## config.mk

```make
export PLATFORM = sky130hd
export DESIGN_NAME = gf180mcu_osu_sc_gp12t3v3__nand2_bist_ctrl
export DESIGN_NICKNAME = d
export VERILOG_FILES = /design/src/rtl/gf180mcu_osu_sc_gp12t3v3__nand2_bist_ctrl.sv
export SDC_FILE = /design/constraint.sdc
export NUM_CORES = 1
export LEC_CHECK = 0
export ABC_AREA = 1
export BUFFER_PORTS_ARGS = -buffer_cell sky130_fd_sc_hd__buf_2
export CORE_MARGIN = 2
export CORE_UTILIZATION = 45
export CTS_CLUSTER_SIZE = 20
export DETAILED_ROUTE_END_ITERATION = 10
export PLACE_DENSITY_LB_ADDON = 0.05
export SYNTH_ARGS = -nofsm -noshare
export SYNTH_HDL_FRONTEND = slang
export SYNTH_SLANG_ARGS = --single-unit
```

## constraint.sdc

```tcl
create_clock -name CLK -period 2.4 [get_ports CLK]
set_input_delay 0.24 -clock CLK [delete_from_list [all_inputs] [get_ports CLK]]
set_output_delay 0.24 -clock CLK [all_outputs]
set_load 0.02 [all_outputs]
```

## src/rtl/gf180mcu_osu_sc_gp12t3v3__nand2_bist_ctrl.sv

```systemverilog
// BIST sequencer for one NAND2 cell: walks {A,B} through Gray-ordered vectors,
// samples Y after a settle window and accumulates a saturating error count and failure mask.
module gf180mcu_osu_sc_gp12t3v3__nand2_bist_ctrl #(
  parameter int SETTLE = 2,
  parameter int LOOPS  = 4,
  parameter int ERR_W  = 8
) (
  input  logic             CLK,
  input  logic             RN,
  input  logic             START,
  input  logic             ABORT,
  input  logic             Y_DUT,
  output logic             A_DUT,
  output logic             B_DUT,
  output logic             BUSY,
  output logic             DONE,
  output logic             PASS,
  output logic [ERR_W-1:0] ERR_CNT,
  output logic [3:0]       FAIL_VEC
);

  localparam int LW = $clog2(LOOPS + 1);
  localparam logic [7:0]    SETTLE_LAST = 8'(SETTLE - 1);
  localparam logic [LW-1:0] LOOP_LAST   = LW'(LOOPS - 1);

  typedef enum logic [1:0] {ST_IDLE, ST_SETTLE, ST_SAMPLE, ST_DONE} state_t;

  state_t            state, state_nxt;
  logic [1:0]        idx, idx_nxt;
  logic [LW-1:0]     loop, loop_nxt;
  logic [7:0]        scnt, scnt_nxt;
  logic [ERR_W-1:0]  err_nxt;
  logic [3:0]        fvec_nxt;
  logic [1:0]        ab_nxt;
  logic              busy_nxt, done_nxt, pass_nxt;
  logic              exp_y;

  // Gray order 00, 01, 11, 10: only one cell input toggles per step
  function automatic logic [1:0] gray_vec(input logic [1:0] i);
    return {i[1], i[1] ^ i[0]};
  endfunction

  function automatic logic [ERR_W-1:0] sat_inc(input logic [ERR_W-1:0] v);
    return (&v) ? v : v + ERR_W'(1);
  endfunction

  always_comb begin
    state_nxt = state;
    idx_nxt   = idx;
    loop_nxt  = loop;
    scnt_nxt  = scnt;
    err_nxt   = ERR_CNT;
    fvec_nxt  = FAIL_VEC;
    exp_y     = ~(&gray_vec(idx));

    case (state)
      ST_IDLE, ST_DONE: begin
        if (START) begin
          state_nxt = ST_SETTLE;
          idx_nxt   = '0;
          loop_nxt  = '0;
          scnt_nxt  = '0;
          err_nxt   = '0;
          fvec_nxt  = '0;
        end
      end
      ST_SETTLE: begin
        if (scnt == SETTLE_LAST) begin
          state_nxt = ST_SAMPLE;
        end else begin
          scnt_nxt = scnt + 8'd1;
        end
      end
      ST_SAMPLE: begin
        if (Y_DUT != exp_y) begin
          err_nxt       = sat_inc(ERR_CNT);
          fvec_nxt[idx] = 1'b1;
        end
        scnt_nxt = '0;
        if (idx != 2'd3) begin
          idx_nxt   = idx + 2'd1;
          state_nxt = ST_SETTLE;
        end else if (loop < LOOP_LAST) begin
          idx_nxt   = '0;
          loop_nxt  = loop + LW'(1);
          state_nxt = ST_SETTLE;
        end else begin
          state_nxt = ST_DONE;
        end
      end
      default: state_nxt = ST_IDLE;
    endcase

    // Abort wins over everything, including a sample landing on this edge
    if (ABORT) begin
      state_nxt = ST_IDLE;
      err_nxt   = ERR_CNT;
      fvec_nxt  = FAIL_VEC;
    end

    busy_nxt = (state_nxt == ST_SETTLE) || (state_nxt == ST_SAMPLE);
    done_nxt = (state_nxt == ST_DONE);
    pass_nxt = done_nxt && (err_nxt == '0);
    ab_nxt   = busy_nxt ? gray_vec(idx_nxt) : 2'b00;
  end

  // Output register stage: every port is driven from a flop
  always_ff @(posedge CLK or negedge RN) begin
    if (!RN) begin
      state    <= ST_IDLE;
      idx      <= '0;
      loop     <= '0;
      scnt     <= '0;
      A_DUT    <= 1'b0;
      B_DUT    <= 1'b0;
      BUSY     <= 1'b0;
      DONE     <= 1'b0;
      PASS     <= 1'b0;
      ERR_CNT  <= '0;
      FAIL_VEC <= '0;
    end else begin
      state    <= state_nxt;
      idx      <= idx_nxt;
      loop     <= loop_nxt;
      scnt     <= scnt_nxt;
      A_DUT    <= ab_nxt[1];
      B_DUT    <= ab_nxt[0];
      BUSY     <= busy_nxt;
      DONE     <= done_nxt;
      PASS     <= pass_nxt;
      ERR_CNT  <= err_nxt;
      FAIL_VEC <= fvec_nxt;
    end
  end

endmodule
```

=== Word-level counts from Yosys, hierarchy flattened ===
Index checks and enable logic that the tools add are counted.

* Add/subtract/negate cells: 4
* $lt $le $gt $ge: 3
* Equal/unequal tests: 14
* Multiplexer cells: 28
* Bitwise operators: 5
* Reduce and logical (&&, ||, !) cells: 12

{| class="wikitable"
|+ Operator list
! kind !! number
|-
| 2-to-1 mux 8 bit || 6
|-
| case mux 8 bit (3 select lines) || 1
|-
| 2-to-1 mux 2 bit || 9
|-
| adder 8 x 1 -> 8 bit (second input constant) || 2
|-
| case mux 8 bit (2 select lines) || 1
|-
| inequality test 2 bit (second input constant) || 6
|-
| 2-to-1 mux 3 bit || 3
|-
| equality test 2 bit (second input constant) || 4
|-
| equality test 8 x 1 -> 1 bit (second input constant) || 1
|-
| zero test 8 bit || 1
|-
| 2-to-1 mux 4 bit || 2
|-
| case mux 4 bit (2 select lines) || 1
|-
| AND reduction 4 bit || 2
|-
| AND reduction 8 bit || 1
|-
| case mux 2 bit (3 select lines) || 1
|-
| case mux 3 bit (2 select lines) || 1
|-
| equality test 2 x 1 -> 1 bit (second input constant) || 2
|-
| OR 4 bit || 1
|-
| case mux 2 bit (2 select lines) || 1
|-
| AND reduction 2 bit || 2
|-
| adder 3 x 1 -> 3 bit (second input constant) || 1
|-
| less-than comparator 2 x 3 -> 1 bit (second input constant) || 1
|-
| less-than comparator 3 x 2 -> 1 bit (second input constant) || 1
|-
| adder 2 x 1 -> 2 bit (second input constant) || 1
|-
| other kinds (11) || 14
|}

* Flip-flop bits (word level): 32
* Bits of input ports: 5
* Output and inout bits: 17
* Word-level logic and storage cells: 77

=== Logic depth before layout (Yosys ltp) ===
* Depth in word-level cells: 9
* Gate-level depth with buffers: 13
* Depth with buffers taken out: 13

=== Worst setup path before layout ===
OpenSTA, ideal clock, no wires.

* Path kind: register to register
* From: register state[0]
* To: register PASS
* Arrival: 1.662 ns
* Data required time: 2.329 ns
* Path slack: 0.666 ns
* Stages on the path, launching flop included: 12
* Path buffers: 0
* Cells stage by stage: dfrtp_1 -> inv_1 -> ha_1 -> inv_2 -> nor2_4 -> o21ai_0 -> a31oi_1 -> ha_1 -> nand3_1 -> nor2_1 -> nand3_1 -> nor2_1

* Cells in the longest elaborated chain, start to end: 6
* Elaborated cells between the ends (all ways): 14
* Classes of those cells: eq/ne: 4; mux: 6; reduce/logical: 4

{| class="wikitable"
|+ Ends and longest elaborated chain
! element !! RTL line !! RTL
|-
| start, declared || 28 || <nowiki>state_t state, state_nxt;</nowiki>
|-
| start signal, assigned || 122 || <nowiki>state <= state_nxt;</nowiki>
|-
| equality test 2 bit / zero test 2 bit (equally long branches) || 56 || <nowiki>case (state)</nowiki>
|-
| OR reduction 2 bit || 56 ||
|-
| case mux 2 bit (3 select lines) * || 56 ||
|-
| 2-to-1 mux 2 bit * || 95 || <nowiki>if (ABORT) begin</nowiki>
|-
| net state_nxt[1] || 28 ||
|-
| equality test 2 bit * || 102 || <nowiki>done_nxt = (state_nxt == ST_DONE);</nowiki>
|-
| net done_nxt || 35 || <nowiki>logic busy_nxt, done_nxt, pass_nxt;</nowiki>
|-
| logical AND 1 bit * || 103 || <nowiki>pass_nxt = done_nxt && (err_nxt == '0);</nowiki>
|-
| net pass_nxt || 35 ||
|-
| end signal, assigned || 130 || <nowiki>PASS <= pass_nxt;</nowiki>
|-
| end, declared || 17 || <nowiki>output logic PASS,</nowiki>
|}

Mark *: on every way through the listed nets, which the timed path passes. The rest lies on a longest branch.
A chain may end at the register's enable or synchronous reset.

=== Worst setup path in the final report ===
Same ends and word-level chain as after synthesis.

==> flow_summary_export.csv <==
group,metric,value,unit
floorplan,die_area,4880,um2
synth,synthTopCellsByArea,"dfrtp_1, nand2_1, ha_1",
finish,fin_nets,288,
synth,ys_warn_count,0,
synth,netlist_area,1950,um2
power_and_ir_drop,leakage,0.00117,uW
placed_design,gp_congestion,0.864,
power_and_ir_drop,power.share.clock,34.0,%
drt,wl_per_cell,12.7,um
clock_tree,clk_latency,290,ps
finish,seq_area,801,um2
clock_tree,cts_resized,0,
critical_path,path_max_fanout,7,
timing,timing_hold_violations_final,0,
clock_tree,post_cts_buffers,0,
floorplan,io_pins,22,
power_and_ir_drop,comb_power_share,26.8,%
finish,area_growth,14.1,%
drt,routed_wl,4100,um
synth,yosys.cell_count.top_type,"nand2_1",
timing,fmax,488,MHz
drt,dr.pass1.iters,4,
outcome,status,"finished, final reports clean",
drt,met2_length,1830,um
drt,top_layer,"met4",
clock_tree,root_buffer,"clkbuf_8",
critical_path,end_kind,"flip-flop",
timing,final.setup.tns,0,ps
finish,fillers,393,
finish,antenna_cells,0,
power_and_ir_drop,p_sw,564,uW
timing,timing.final.crit_share,85.4,%
floorplan,start_util,47.8,%
critical_path,rr_endpoint,"PASS$_DFF_PN0_",
critical_path,endpoint,"PASS$_DFF_PN0_",
synth,synthCells,245,
clock_tree,clockBufferDepth,2,
clock_tree,cts_made_buffers,5,
clock_tree,tritoncts,"done",
drt,vias,1605,
floorplan,die_y,69.9,um
critical_path,critPathRequiredTime,2620,ps
timing,fin_skew,2.62,ps
clock_tree,clkSinkCount,32,
power_and_ir_drop,p_per_area,754,nW/um2
critical_path,rrSetupSlack,350,ps
critical_path,r2r-start,"state[0]$_DFF_PN0_",
finish,multi_input_comb_area,953,um2
synth,synth_flop_cell,"dfrtp_1",
run,cap_violations,0,
grt,grtUsageTotal,18.6,%
timing,fin_crit,2050,ps
synth,synth_edf_count,0,
drt,wl_met3,163,um
synth,yosysSeqAreaShare,41.0,%
critical_path,worstSetupPathType,"reg2reg",
grt,antenna_found_initial,0,
power_and_ir_drop,ir_drop,0.398,mV
floorplan,die_w,69.9,um
synth,ys_top_cells_by_count,"nand2_1, inv_1, dfrtp_1",
grt,grt_overflow_total,0,
grt,grt_max_degree,33,
synth,syn_avg_cell_area,7.97,um2
floorplan,core_region_area,4090,um2
finish,drive_above_1_share,21.7,%
timing,rsz0062_at_grt,"false",
timing,maxSlewHeadroom,52.1,%
clock_tree,clk_pin_slew,70,ps
synth,async_flop_share,100,%
drt,drc,0,
grt,grt_pass1_vias,1567,
synth,synth_nets,262,
drt,viasPerCell,4.98,
placed_design,io_buffers,21,
timing,setup_ws,351,ps
worst_hold_path,hold_path_class,"in2async",
drt,drtAntennaViolNets,0,
drt,dr.first_iter.drc_count,79,
grt,grt_pass1_wl,7190,um
placed_design,hpwl,3090,um
synth,yosysTopAreaCell,"dfrtp_1",
power_and_ir_drop,power_frac_seq,39.3,%
clock_tree,cts-htree-levels,2,
drt,m1WireLength,2040,um
power_and_ir_drop,swShare,33.5,%
critical_path,r2r_cells,11,
synth,synth_top_area_share,41.0,%
timing,worstMarginPinSlew,719,ps
critical_path,crit_start,"state[0]$_DFF_PN0_",
critical_path,crit_arrival,2270,ps
timing,setup_violations,0,
synth,synth_seq_cells,32,
power_and_ir_drop,p_int,1120,uW
synth,yosysUniqueCellTypes,33,
clock_tree,cts_hold_buf,0,
placed_design,place_ws,320,ps
floorplan,row_count,23,
timing,drv_slew,0,
critical_path,start_kind,"flip-flop",
kinds of logic (layout without fill, tap and decap cells):
group / Yosys count / after routing / share of synthesized area [%]
flip-flops: 32 / 32 / 41.0
adder cells (fa/ha/maj): 12 / 12 / 7.69
buffers and inverters: 49 / 76 / 10.2
AO/OA/AOI/OAI: 36 / 36 / 10.4
XOR/XNOR: 2 / 2 / 0.897
AND/OR/NAND/NOR: 114 / 114 / 29.8
power by group through the flow:
stage | Sequential (uW) | Clock (uW) | Combinational (uW)
3_3_place_gp | 668 | 0 | 449
6_report | 660 | 571 | 450
5_1_grt | 669 | 606 | 520
3_5_place_dp | 669 | 0 | 453
2_1_floorplan | 699 | 0 | 311
4_1_cts | 659 | 588 | 454
critical path, cell delays in order (launching register included):
cell and delay [ps]:
dfrtp_1 390, inv_1 60, ha_1 310, inv_2 50
nor2_4 200, o21ai_0 110, a31oi_1 230, ha_1 210
nand3_1 90, nor2_1 120, nand3_1 80, nor2_1 100
state kept, by name (all words and copies together) (netlist names):
signal	count
FAIL_VEC	4
idx	2
B_DUT	1
ERR_CNT	8
PASS	1
state	2
DONE	1
BUSY	1
A_DUT	1
loop	3
scnt	8
layer usage:
layer / GRT usage [%] / vias to the layer above
met5: 0 / -
li1: - / 835
met3: 4.33 / 7
met1: 26.0 / 735
met4: 7.26 / 0
met2: 28.0 / 28
metrics by stage:
step | util [%] | instances | hold WS, ps | area [um2] | total power (uW)
6_report | 54.5 | 322 | 3.39 | 2230 | 1680
5_1_grt | 54.5 | 322 | 77.9 | 2230 | 1790
3_3_place_gp | 51.4 | 314 | 344 | 2100 | 1120
4_1_cts | 54.5 | 322 | 26.3 | 2230 | 1700
2_1_floorplan | - | 245 | -55.6 | 1950 | 1010
3_5_place_dp | 51.4 | 314 | 344 | 2100 | 1120
how the worst min path moves through the flow:
stage,start,to,cells past startpoint
after floorplan,RN,A_DUT$_DFF_PN0_,0
after global placement,RN,FAIL_VEC[1]$_DFFE_PN0P_,1
after CTS,RN,FAIL_VEC[0]$_DFFE_PN0P_,1
final,RN,FAIL_VEC[0]$_DFFE_PN0P_,1
after detailed placement,RN,FAIL_VEC[0]$_DFFE_PN0P_,1
after global routing,RN,FAIL_VEC[0]$_DFFE_PN0P_,1
final cells by class:
class | instances | area share [%]
tap | 50 | 2.81
timing repair buffer | 21 | 4.72
multi-input combinational | 164 | 42.8
sequential | 32 | 35.9
inverter | 47 | 8.09
clock inverter | 1 | 1.35
clock buffer | 7 | 4.32
cell usage in the layout (no fill, tap or decap), types with 4 or more instances in the layout:
| cell type | instances |
|---|---|
| o22ai_1 | 5 |
| nor2_4 | 4 |
| nor3_1 | 6 |
| nand2_1 | 46 |
| ha_1 | 12 |
| o21ai_0 | 11 |
| inv_2 | 8 |
| nand3_1 | 18 |
| a21oi_1 | 12 |
| nand2_4 | 4 |
| inv_1 | 37 |
| dfrtp_1 | 32 |
| buf_2 | 21 |
| nor2_1 | 18 |
| nand4_1 | 5 |
| clkbuf_8 | 7 |
Note: power is estimated with default switching activity, not from simulation.
